File: src/rtl/mode_pkg.sv
// rtl/mode_pkg.sv - shared mode encodings, button indices and request priority helper
package mode_pkg;

  typedef enum logic [1:0] {
    EDIT = 2'd0,
    PLAY = 2'd1,
    RAW  = 2'd2
  } sysmode_t;

  localparam int BTN_EDIT = 0;
  localparam int BTN_PLAY = 1;
  localparam int BTN_RAW  = 2;
  localparam int NUM_BTNS = 3;

  // EDIT beats PLAY beats RAW; losers are dropped, so the result is one-hot or zero.
  function automatic logic [NUM_BTNS-1:0] pick_request(input logic [NUM_BTNS-1:0] rise);
    logic [NUM_BTNS-1:0] req;
    req = '0;
    if (rise[BTN_EDIT])      req[BTN_EDIT] = 1'b1;
    else if (rise[BTN_PLAY]) req[BTN_PLAY] = 1'b1;
    else if (rise[BTN_RAW])  req[BTN_RAW]  = 1'b1;
    return req;
  endfunction

endpackage

File: src/rtl/button_debounce.sv
// rtl/button_debounce.sv - synchroniser, stability counter, debounced level and rise flag
module button_debounce #(
  parameter int SYNC_STAGES     = 2,
  parameter int DEBOUNCE_CYCLES = 500000
) (
  input  logic clk,
  input  logic rst_n,
  input  logic btn_raw,
  output logic level,
  output logic rise
);

  localparam int CNT_W = $clog2(DEBOUNCE_CYCLES);
  localparam logic [CNT_W-1:0] CNT_MAX = CNT_W'(DEBOUNCE_CYCLES - 1);

  logic [SYNC_STAGES-1:0] sync_q;
  logic [CNT_W-1:0]       cnt_q;
  logic                   level_q;
  logic                   sync_s;
  logic                   differ;
  logic                   at_max;

  assign sync_s = sync_q[SYNC_STAGES-1];

  always_comb begin
    differ = (sync_s != level_q);
    at_max = (cnt_q == CNT_MAX);
    // Flags the edge at which the level will go 0->1, so the top can register the pulse
    // on that same edge.
    rise   = differ & at_max & ~level_q;
  end

  always_ff @(posedge clk or negedge rst_n) begin
    if (!rst_n) begin
      sync_q  <= '0;
      cnt_q   <= '0;
      level_q <= 1'b0;
    end else begin
      sync_q <= {sync_q[SYNC_STAGES-2:0], btn_raw};
      if (!differ) begin
        cnt_q <= '0;
      end else if (at_max) begin
        level_q <= ~level_q;
        cnt_q   <= '0;
      end else begin
        cnt_q <= cnt_q + 1'b1;
      end
    end
  end

  assign level = level_q;

endmodule

File: src/rtl/mode_button_conditioner.sv
// rtl/mode_button_conditioner.sv - three debounced buttons into prioritised one-cycle mode requests
module mode_button_conditioner
  import mode_pkg::*;
#(
  parameter int SYNC_STAGES     = 2,
  parameter int DEBOUNCE_CYCLES = 500000
) (
  input  logic                clk,
  input  logic                rst_n,
  input  logic                btn_edit_raw,
  input  logic                btn_play_raw,
  input  logic                btn_raw_raw,
  output logic                set_edit,
  output logic                set_play,
  output logic                set_raw,
  output logic [NUM_BTNS-1:0] btn_state
);

  logic [NUM_BTNS-1:0] raw_in;
  logic [NUM_BTNS-1:0] level;
  logic [NUM_BTNS-1:0] rise;
  logic [NUM_BTNS-1:0] req_d;
  logic [NUM_BTNS-1:0] req_q;

  assign raw_in[BTN_EDIT] = btn_edit_raw;
  assign raw_in[BTN_PLAY] = btn_play_raw;
  assign raw_in[BTN_RAW]  = btn_raw_raw;

  for (genvar i = 0; i < NUM_BTNS; i++) begin : g_btn
    button_debounce #(
      .SYNC_STAGES    (SYNC_STAGES),
      .DEBOUNCE_CYCLES(DEBOUNCE_CYCLES)
    ) u_debounce (
      .clk    (clk),
      .rst_n  (rst_n),
      .btn_raw(raw_in[i]),
      .level  (level[i]),
      .rise   (rise[i])
    );
  end

  always_comb begin
    req_d = pick_request(rise);
  end

  always_ff @(posedge clk or negedge rst_n) begin
    if (!rst_n) begin
      req_q <= '0;
    end else begin
      req_q <= req_d;
    end
  end

  assign set_edit  = req_q[BTN_EDIT];
  assign set_play  = req_q[BTN_PLAY];
  assign set_raw   = req_q[BTN_RAW];
  assign btn_state = level;

endmodule

File: config.mk
export PLATFORM = sky130hd
export DESIGN_NAME = mode_button_conditioner
export DESIGN_NICKNAME = d
export VERILOG_FILES = /design/src/rtl/mode_pkg.sv /design/src/rtl/button_debounce.sv /design/src/rtl/mode_button_conditioner.sv
export SDC_FILE = /design/constraint.sdc
export NUM_CORES = 1
export LEC_CHECK = 0
export CAP_MARGIN = 20
export CORE_MARGIN = 3
export CORE_UTILIZATION = 28
export DETAILED_ROUTE_END_ITERATION = 7
export HOLD_SLACK_MARGIN = 0.05
export PLACE_DENSITY = 0.47
export SYNTH_ARGS = -nofsm -noshare
export SYNTH_HDL_FRONTEND = slang
export SYNTH_HIERARCHICAL = 1
export SYNTH_SLANG_ARGS = --single-unit
File: constraint.sdc
create_clock -name clk -period 5.2 [get_ports clk]
set_input_delay 1.04 -clock clk [delete_from_list [all_inputs] [get_ports clk]]
set_output_delay 1.04 -clock clk [all_outputs]
set_load 0.1 [all_outputs]
-- Yosys cells after proc, flatten, opt, wreduce, memory -nomap -nowiden
Cells that the tools add are included.
- memory bits (read-only): 0
- output and inout bits: 6
- memory bits (writable): 0
- bits in registers: 69
- memories: 0
- logic and storage cells: 42
- input port bits: 5
- latch bits: 0
- multiply operators: 0
- order comparisons: 0
- equality and inequality tests: 6
- div/mod/pow operators: 0
- mux-type cells: 11
- reductions and logical operators: 3
- bitwise logic cells: 9
- shift-type cells: 0
- add/sub/neg operators: 3
- operator list (kind ; number):
    19-bit two-way mux ; 6
    19-bit by 1-bit adder with 19-bit output (second input constant) ; 3
    19-bit equality test (second input constant) ; 3
    1-bit AND ; 6
    2-bit AND reduction ; 3
    1-bit two-way mux ; 4
    1-bit != test ; 3
    1-bit inverter ; 3
    2-bit two-way mux ; 1

-- Longest topological paths before layout
Gate-level depths: netlist of run 1.
- word-level depth: 6
- mapped depth: 6
- gate-level depth less buffers: 6

-- Modules after synthesis
Netlist of run 1, hierarchy kept.
- modules (own cells, without submodules) (module ; area an instance (um2) ; times used ; sequential area each (um2) ; cells each):
    button_debounce ; 1093.5 ; 3 ; 550.5 ; 109
    mode_button_conditioner ; 93.8 ; 1 ; 75.1 ; 5

-- Least setup slack after synthesis of run 1
Ideal clock, no wire load.
- kind: register to output
- from: register g_btn[0].u_debounce.level_q
- to: output btn_state[0]
- data arrival time: 0.936 ns
- buffers on the path: 0
- stages on the path, launching flop included: 1
- required time: 4.160 ns
- slack: 3.224 ns
- cells stage by stage: dfrtp_1
- RTL lines (element ; line ; RTL):
    start, declared ; button_debounce.sv:18 ; logic level_q;
    start signal, assigned ; button_debounce.sv:43 ; level_q <= ~level_q;
    end, declared ; mode_button_conditioner.sv:16 ; output logic [NUM_BTNS-1:0] btn_state
No word-level cell between the ends.

-- Worst setup path after layout of run 1
- from: register g_btn[0].u_debounce.level_q
- to: output btn_state[0]
No word-level cell between the ends.

==> results of run 1 <==
[through the flow]
| step | setup slack (ns) | instances | hold WS, ns | power [mW] | area (sq um) |
|---|---|---|---|---|---|
| CTS | 2.26 | 493 | 0.351 | 1.28 | 3940 |
| detailed placement | 2.63 | 477 | 0.338 | 0.600 | 3610 |
| floorplan | 3.22 | 332 | 0.331 | 0.580 | 3370 |
| finish | 2.29 | 494 | 0.348 | 1.25 | 3960 |
| global placement | 2.64 | 477 | 0.336 | 0.600 | 3610 |
| global route | 2.22 | 494 | 0.368 | 1.31 | 3960 |
[worst max-delay path by stage]
| stage | to | cells after the start | from |
|---|---|---|---|
| after floorplan | btn_state[0] | 0 | g_btn[0].u_debounce/level |
| after global placement | btn_state[1] | 1 | g_btn[1].u_debounce/level |
| after detailed placement | btn_state[0] | 1 | g_btn[0].u_debounce/level |
| after CTS | btn_state[0] | 1 | g_btn[0].u_debounce/level |
| after global routing | btn_state[0] | 1 | g_btn[0].u_debounce/level |
| final | btn_state[0] | 1 | g_btn[0].u_debounce/level |
[layer usage]
layer	share of wire	track usage
met1	0.51	0.158
met2	0.44	0.162
met3	0.039	0.0360
met4	0.011	0.0394
met5	0	0
[cell families (layout without fill, tap and decap cells)]
group,Yosys count,count (layout),synth area share
compound gates,15,15,0.0434
xor+xnor,48,48,0.125
fa+ha+maj,3,3,0.0111
buf+inv,18,37,0.0222
flops,69,69,0.512
mux,3,3,0.0100
simple gates,176,176,0.277
[area by class of cell]
class                      instances  area share
multi-input combinational        245       0.397
inverter                           9     0.00853
sequential                        69       0.436
clock inverter                     6      0.0218
timing repair buffer              12      0.0310
tap                              143      0.0452
clock buffer                      10      0.0603
[placed cells by master (no fill, tap or decap), types with 6 or more instances in the layout]
cell	count
dfrtp_1	69
nor2_1	54
xnor2_1	36
nand4_1	27
nand2_1	21
nand3_1	18
nor3_1	18
xor2_1	12
clkbuf_16	9
inv_1	9
nor4_1	9
clkdlybuf4s50_1	9
nor4b_1	6
[registers in the layout, indices dropped and copies added (netlist names)]
register                 flops
g_btn.u_debounce/cnt_q      57
req_q                        3
g_btn.u_debounce/level       3
g_btn.u_debounce/sync_q      6
[power by group through the flow]
stage | logic, mW | registers (mW) | clock network (mW)
after floorplan | 0.0199 | 0.561 | 0
after global placement | 0.0359 | 0.564 | 0
after detailed placement | 0.0357 | 0.564 | 0
after CTS | 0.0360 | 0.555 | 0.686
after global routing | 0.0417 | 0.556 | 0.708
final | 0.0355 | 0.555 | 0.663
==> flow_summary.json, run 1 <==
{
  "n_fill_cell": 1189,
  "fin_crit_ns": 2.91,
  "hold_end": "g_btn[0].u_debounce/sync_q[1]",
  "clkLatencyLatePin_ns": 0.33,
  "r2r-start": "g_btn[0].u_debounce/cnt_q[0]",
  "tightest_slew_ns": 0.973,
  "critPathMaxFanout": 4,
  "drv_cap": 0,
  "fin_setup_tns_ns": 0,
  "grt_pass1_vias": 2327,
  "avgSynthCellArea_sq_um": 10.2,
  "post_cts_buffers": 0,
  "syn_nets": 340,
  "worstPathArrival_ns": 1.87,
  "antenna_found_initial": 0,
  "max-vdd-ir-drop_v": 0.000141,
  "power.density_mw_per_mm2": 316,
  "drtAntennaViolNets": 0,
  "reg2reg_to": "req_q[2]",
  "ys_warn_count": 6,
  "critPathKind": "flop to output port",
  "first_iter_violations": 95,
  "postCtsHoldBufs": 0,
  "max_freq_ghz": 0.344,
  "synthFlopType": "dfrtp_1",
  "p_int_mw": 0.989,
  "layout.nets": 354,
  "synth.distinct_cells": 30,
  "synth_top_area_share": 0.512,
  "overflow": 0,
  "place_congestion": 0.769,
  "worstSetupStartpointType": "flop",
  "cts_tree": "yes",
  "fp.dieH_microns": 116,
  "drt_wl_total_microns": 6770,
  "die_w_microns": 116,
  "ys_ff_latch": 69,
  "path_buf_inv": 1,
  "root_buffer": "clkbuf_16",
  "via_count": 2414,
  "synth_most_common_cell": "dfrtp_1",
  "worstHoldPathType": "flop to flop",
  "area_growth_pct": 17.4,
  "cp.required_ns": 4.16,
  "ys_seq_area_frac": 0.512,
  "p_leak_nw": 1.50,
  "hold_viol": 0,
  "fin_crit_sh": 0.559,
  "dr.pass1.iters": 4,
  "grt_pass1_wl_microns": 11800,
  "cts.sinks": 69,
  "synth_edf_count": 0,
  "start_util": 0.291,
  "grtUsageTotal": 0.112,
  "rsz0062_at_grt": "no",
  "path_cells": "clkdlybuf4s50_1",
  "worst_setup_path_end_kind": "output port",
  "ys_top_cells_by_count": "dfrtp_1 (69), nor2_1 (54), xnor2_1 (36)",
  "htreeDepth": 3,
  "dieArea_sq_mm": 0.0134,
  "post-route-util": 0.341,
  "skew_ns": 0.00417,
  "synth_top_area_cell": "dfrtp_1",
  "grt_max_degree": 44,
  "critical_path.max_stage_delay_ns": 1.16,
  "numCtsBuffers": 9,
  "synth.area.top_cells": "dfrtp_1 (51%), xnor2_1 (9.3%), nor2_1 (6.0%)",
  "drive_gt1_frac": 0.108,
  "pwr-share-comb": 0.028,
  "syn_inst": 332,
  "whs_path_depth": 0,
  "ctsLongestPathBuffers": 2,
  "slew_viol_final": 0,
  "diodes": 0,
  "ios": 11,
  "async_flop_share": 1.00,
  "seqCellArea_sq_mm": 0.00173,
  "multiInputGateArea_sq_mm": 0.00157,
  "row_count": 39,
  "path_clk_slew_ns": 0.06,
  "hpwl_microns": 4600,
  "post-route-drc-count": 0,
  "setup_viol": 0,
  "p_sw_mw": 0.264,
  "swShare": 0.211,
  "status": "finished, final reports clean",
  "reg2regPathDepth": 6,
  "relSlewSlack": 0.349,
  "vias_per_cell": 4.89,
  "crit_family": "buffers and inverters",
  "wl_per_cell_microns": 13.7,
  "cp_slowest_cell": "clkdlybuf4s50_1",
  "hp-start": "g_btn[0].u_debounce/sync_q[0]",
  "reg2reg_slack_ns": 2.85,
  "core_area_sq_mm": 0.0116,
  "port-buffer-count": 10,
  "syn_area_sq_mm": 0.00337,
  "seqPwrFrac": 0.443,
  "clkPwrFrac": 0.529,
  "cts_resized": 0
}
(Power assumes the default switching activity.)
==> inputs of run 2 (changes only) <==
Clock period 5.2 ns to 2.79 ns, I/O delays scaled along.
==> run 2 against run 1 <==
Routed wire length down 1.7%. Clock skew up 0.0025 ns. Worst setup slack worse by 1.6 ns. Non-clock buffer count up 1. Utilization down 0.065 points. Design area down 0.19%. Flip-flop and latch count unchanged. Die area unchanged. Clock power up 86%. Register-to-register slack worse by 2.2 ns. First-iteration DRC count up 20%.
==> flow_summary.json, run 2 (same netlist as run 1, synthesis figures left out) <==
{
  "area_growth_pct": 17.1,
  "fin_setup_tns_ns": 0,
  "cp.required_ns": 2.98,
  "port-buffer-count": 10,
  "critPathKind": "flop to flop",
  "critPathMaxFanout": 6,
  "die_w_microns": 116,
  "grt_max_degree": 49,
  "largest_register_ffs": 57,
  "start_util": 0.291,
  "clkLatencyLatePin_ns": 0.33,
  "cts_resized": 0,
  "grtUsageTotal": 0.112,
  "ios": 11,
  "antenna_found_initial": 0,
  "layout.nets": 355,
  "post-route-drc-count": 0,
  "fp.dieH_microns": 116,
  "root_buffer": "clkbuf_16",
  "drt_wl_total_microns": 6650,
  "power.density_mw_per_mm2": 590,
  "worstHoldPathType": "input port to asynchronous set/reset pin",
  "vias_per_cell": 4.78,
  "hold_viol": 0,
  "grt_pass1_vias": 2310,
  "ctsLongestPathBuffers": 2,
  "post_cts_buffers": 0,
  "cts.sinks": 69,
  "postCtsHoldBufs": 0,
  "worstPathArrival_ns": 2.31,
  "cts_tree": "yes",
  "core_area_sq_mm": 0.0116,
  "rsz0062_at_grt": "no",
  "wl_per_cell_microns": 13.4,
  "slew_viol_final": 0,
  "power_mw": 2.33,
  "final_common_cell": "dfrtp_1",
  "final_area_sq_mm": 0.00395,
  "max-vdd-ir-drop_v": 0.000316,
  "final_cell_mix": "dfrtp_1 (69), nor2_1 (54), xnor2_1 (36)",
  "row_count": 39,
  "via_count": 2367,
  "drive_gt1_frac": 0.128,
  "tightest_slew_ns": 0.737,
  "overflow": 0,
  "place_area_sq_mm": 0.00363,
  "fin_crit_ns": 2.12,
  "dr.pass1.iters": 4,
  "place_congestion": 0.816,
  "skew_ns": 0.00671,
  "fin_crit_sh": 0.759,
  "grt_pass1_wl_microns": 11800,
  "htreeDepth": 3,
  "path_clk_slew_ns": 0.06,
  "n_fill_cell": 1181,
  "drv_cap": 0,
  "first_iter_violations": 114,
  "p_leak_nw": 1.51,
  "hpwl_microns": 4650,
  "largestRegisters": "g_btn.u_debounce/cnt_q (57), g_btn.u_debounce/sync_q (6)",
  "setup_viol": 0,
  "largest_register": "g_btn.u_debounce/cnt_q",
  "relSlewSlack": 0.509,
  "worst_setup_path_end_kind": "flop",
  "worstSetupStartpointType": "flop",
  "status": "finished, final reports clean",
  "drtAntennaViolNets": 0,
  "dieArea_sq_mm": 0.0134,
  "max_freq_ghz": 0.472,
  "numCtsBuffers": 9,
  "diodes": 0
}
## run 2: changes by cell type in the layout (fill, tap and decap cells not counted), sizes merged
cell,before,now
buf,3,10
clkdlybuf4s50,9,3
## run 2: power breakdown
| part | total [mW] | leakage (nW) | switching (mW) | internal [mW] |
|---|---|---|---|---|
| logic | 0.0669 | 0.411 | 0.0441 | 0.0228 |
| clock network | 1.23 | 0.158 | 0.426 | 0.805 |
| registers | 1.03 | 0.943 | 0.0184 | 1.02 |
| total | 2.33 | 1.51 | 0.489 | 1.84 |
## run 2: final timing paths
| path | cells after the start | end | start | slack, ns |
|---|---|---|---|---|
| max in group asynchronous | 2 | g_btn[1].u_debounce/cnt_q[15] | rst_n | 1.92 |
| min reg2reg | 0 | g_btn[0].u_debounce/sync_q[1] | g_btn[0].u_debounce/sync_q[0] | 0.35 |
| min | 1 | g_btn[1].u_debounce/cnt_q[16] | rst_n | 0.22 |
| min in group clk | 0 | g_btn[0].u_debounce/sync_q[1] | g_btn[0].u_debounce/sync_q[0] | 0.35 |
| max | 6 | req_q[1] | g_btn[0].u_debounce/cnt_q[0] | 0.67 |
| max reg2reg | 6 | req_q[1] | g_btn[0].u_debounce/cnt_q[0] | 0.67 |
## run 2: layer usage
layer  share of wire  track usage  vias to the layer above
met5               0            0                        -
met4           0.014       0.0418                        0
met3           0.039       0.0376                        5
met2            0.43        0.156                       30
met1            0.52        0.161                     1125
li1                -            -                     1207
## run 2: through the flow
stage,util,std cells,setup slack [ns],hold slack (ns)
6_report,0.340,495,0.673,0.220
5_1_grt,0.340,495,0.487,0.255
4_1_cts,0.340,495,0.627,0.242
3_5_place_dp,0.312,479,0.672,0.339
3_3_place_gp,0.312,479,0.656,0.334
2_1_floorplan,-,332,1.01,0.262
## run 2: worst max-delay path, stage by stage, from the launching register on
cell     delay [ns]
dfrtp_1        0.43
ha_1           0.25
nand4_1        0.28
nor3_1         0.25
nand4_1        0.19
nor3b_1        0.48
nor2b_1        0.09
## run 2: cell type report
type                            instances  area, sq um  area share
Clock buffer                           10          239      0.0605
Multi-Input combinational cell        245         1570       0.398
Tap cell                              143          179      0.0453
Clock inverter                          6         86.3      0.0218
Timing Repair Buffer                   13          115      0.0291
Inverter                                9         33.8     0.00855
Sequential cell                        69         1730       0.437
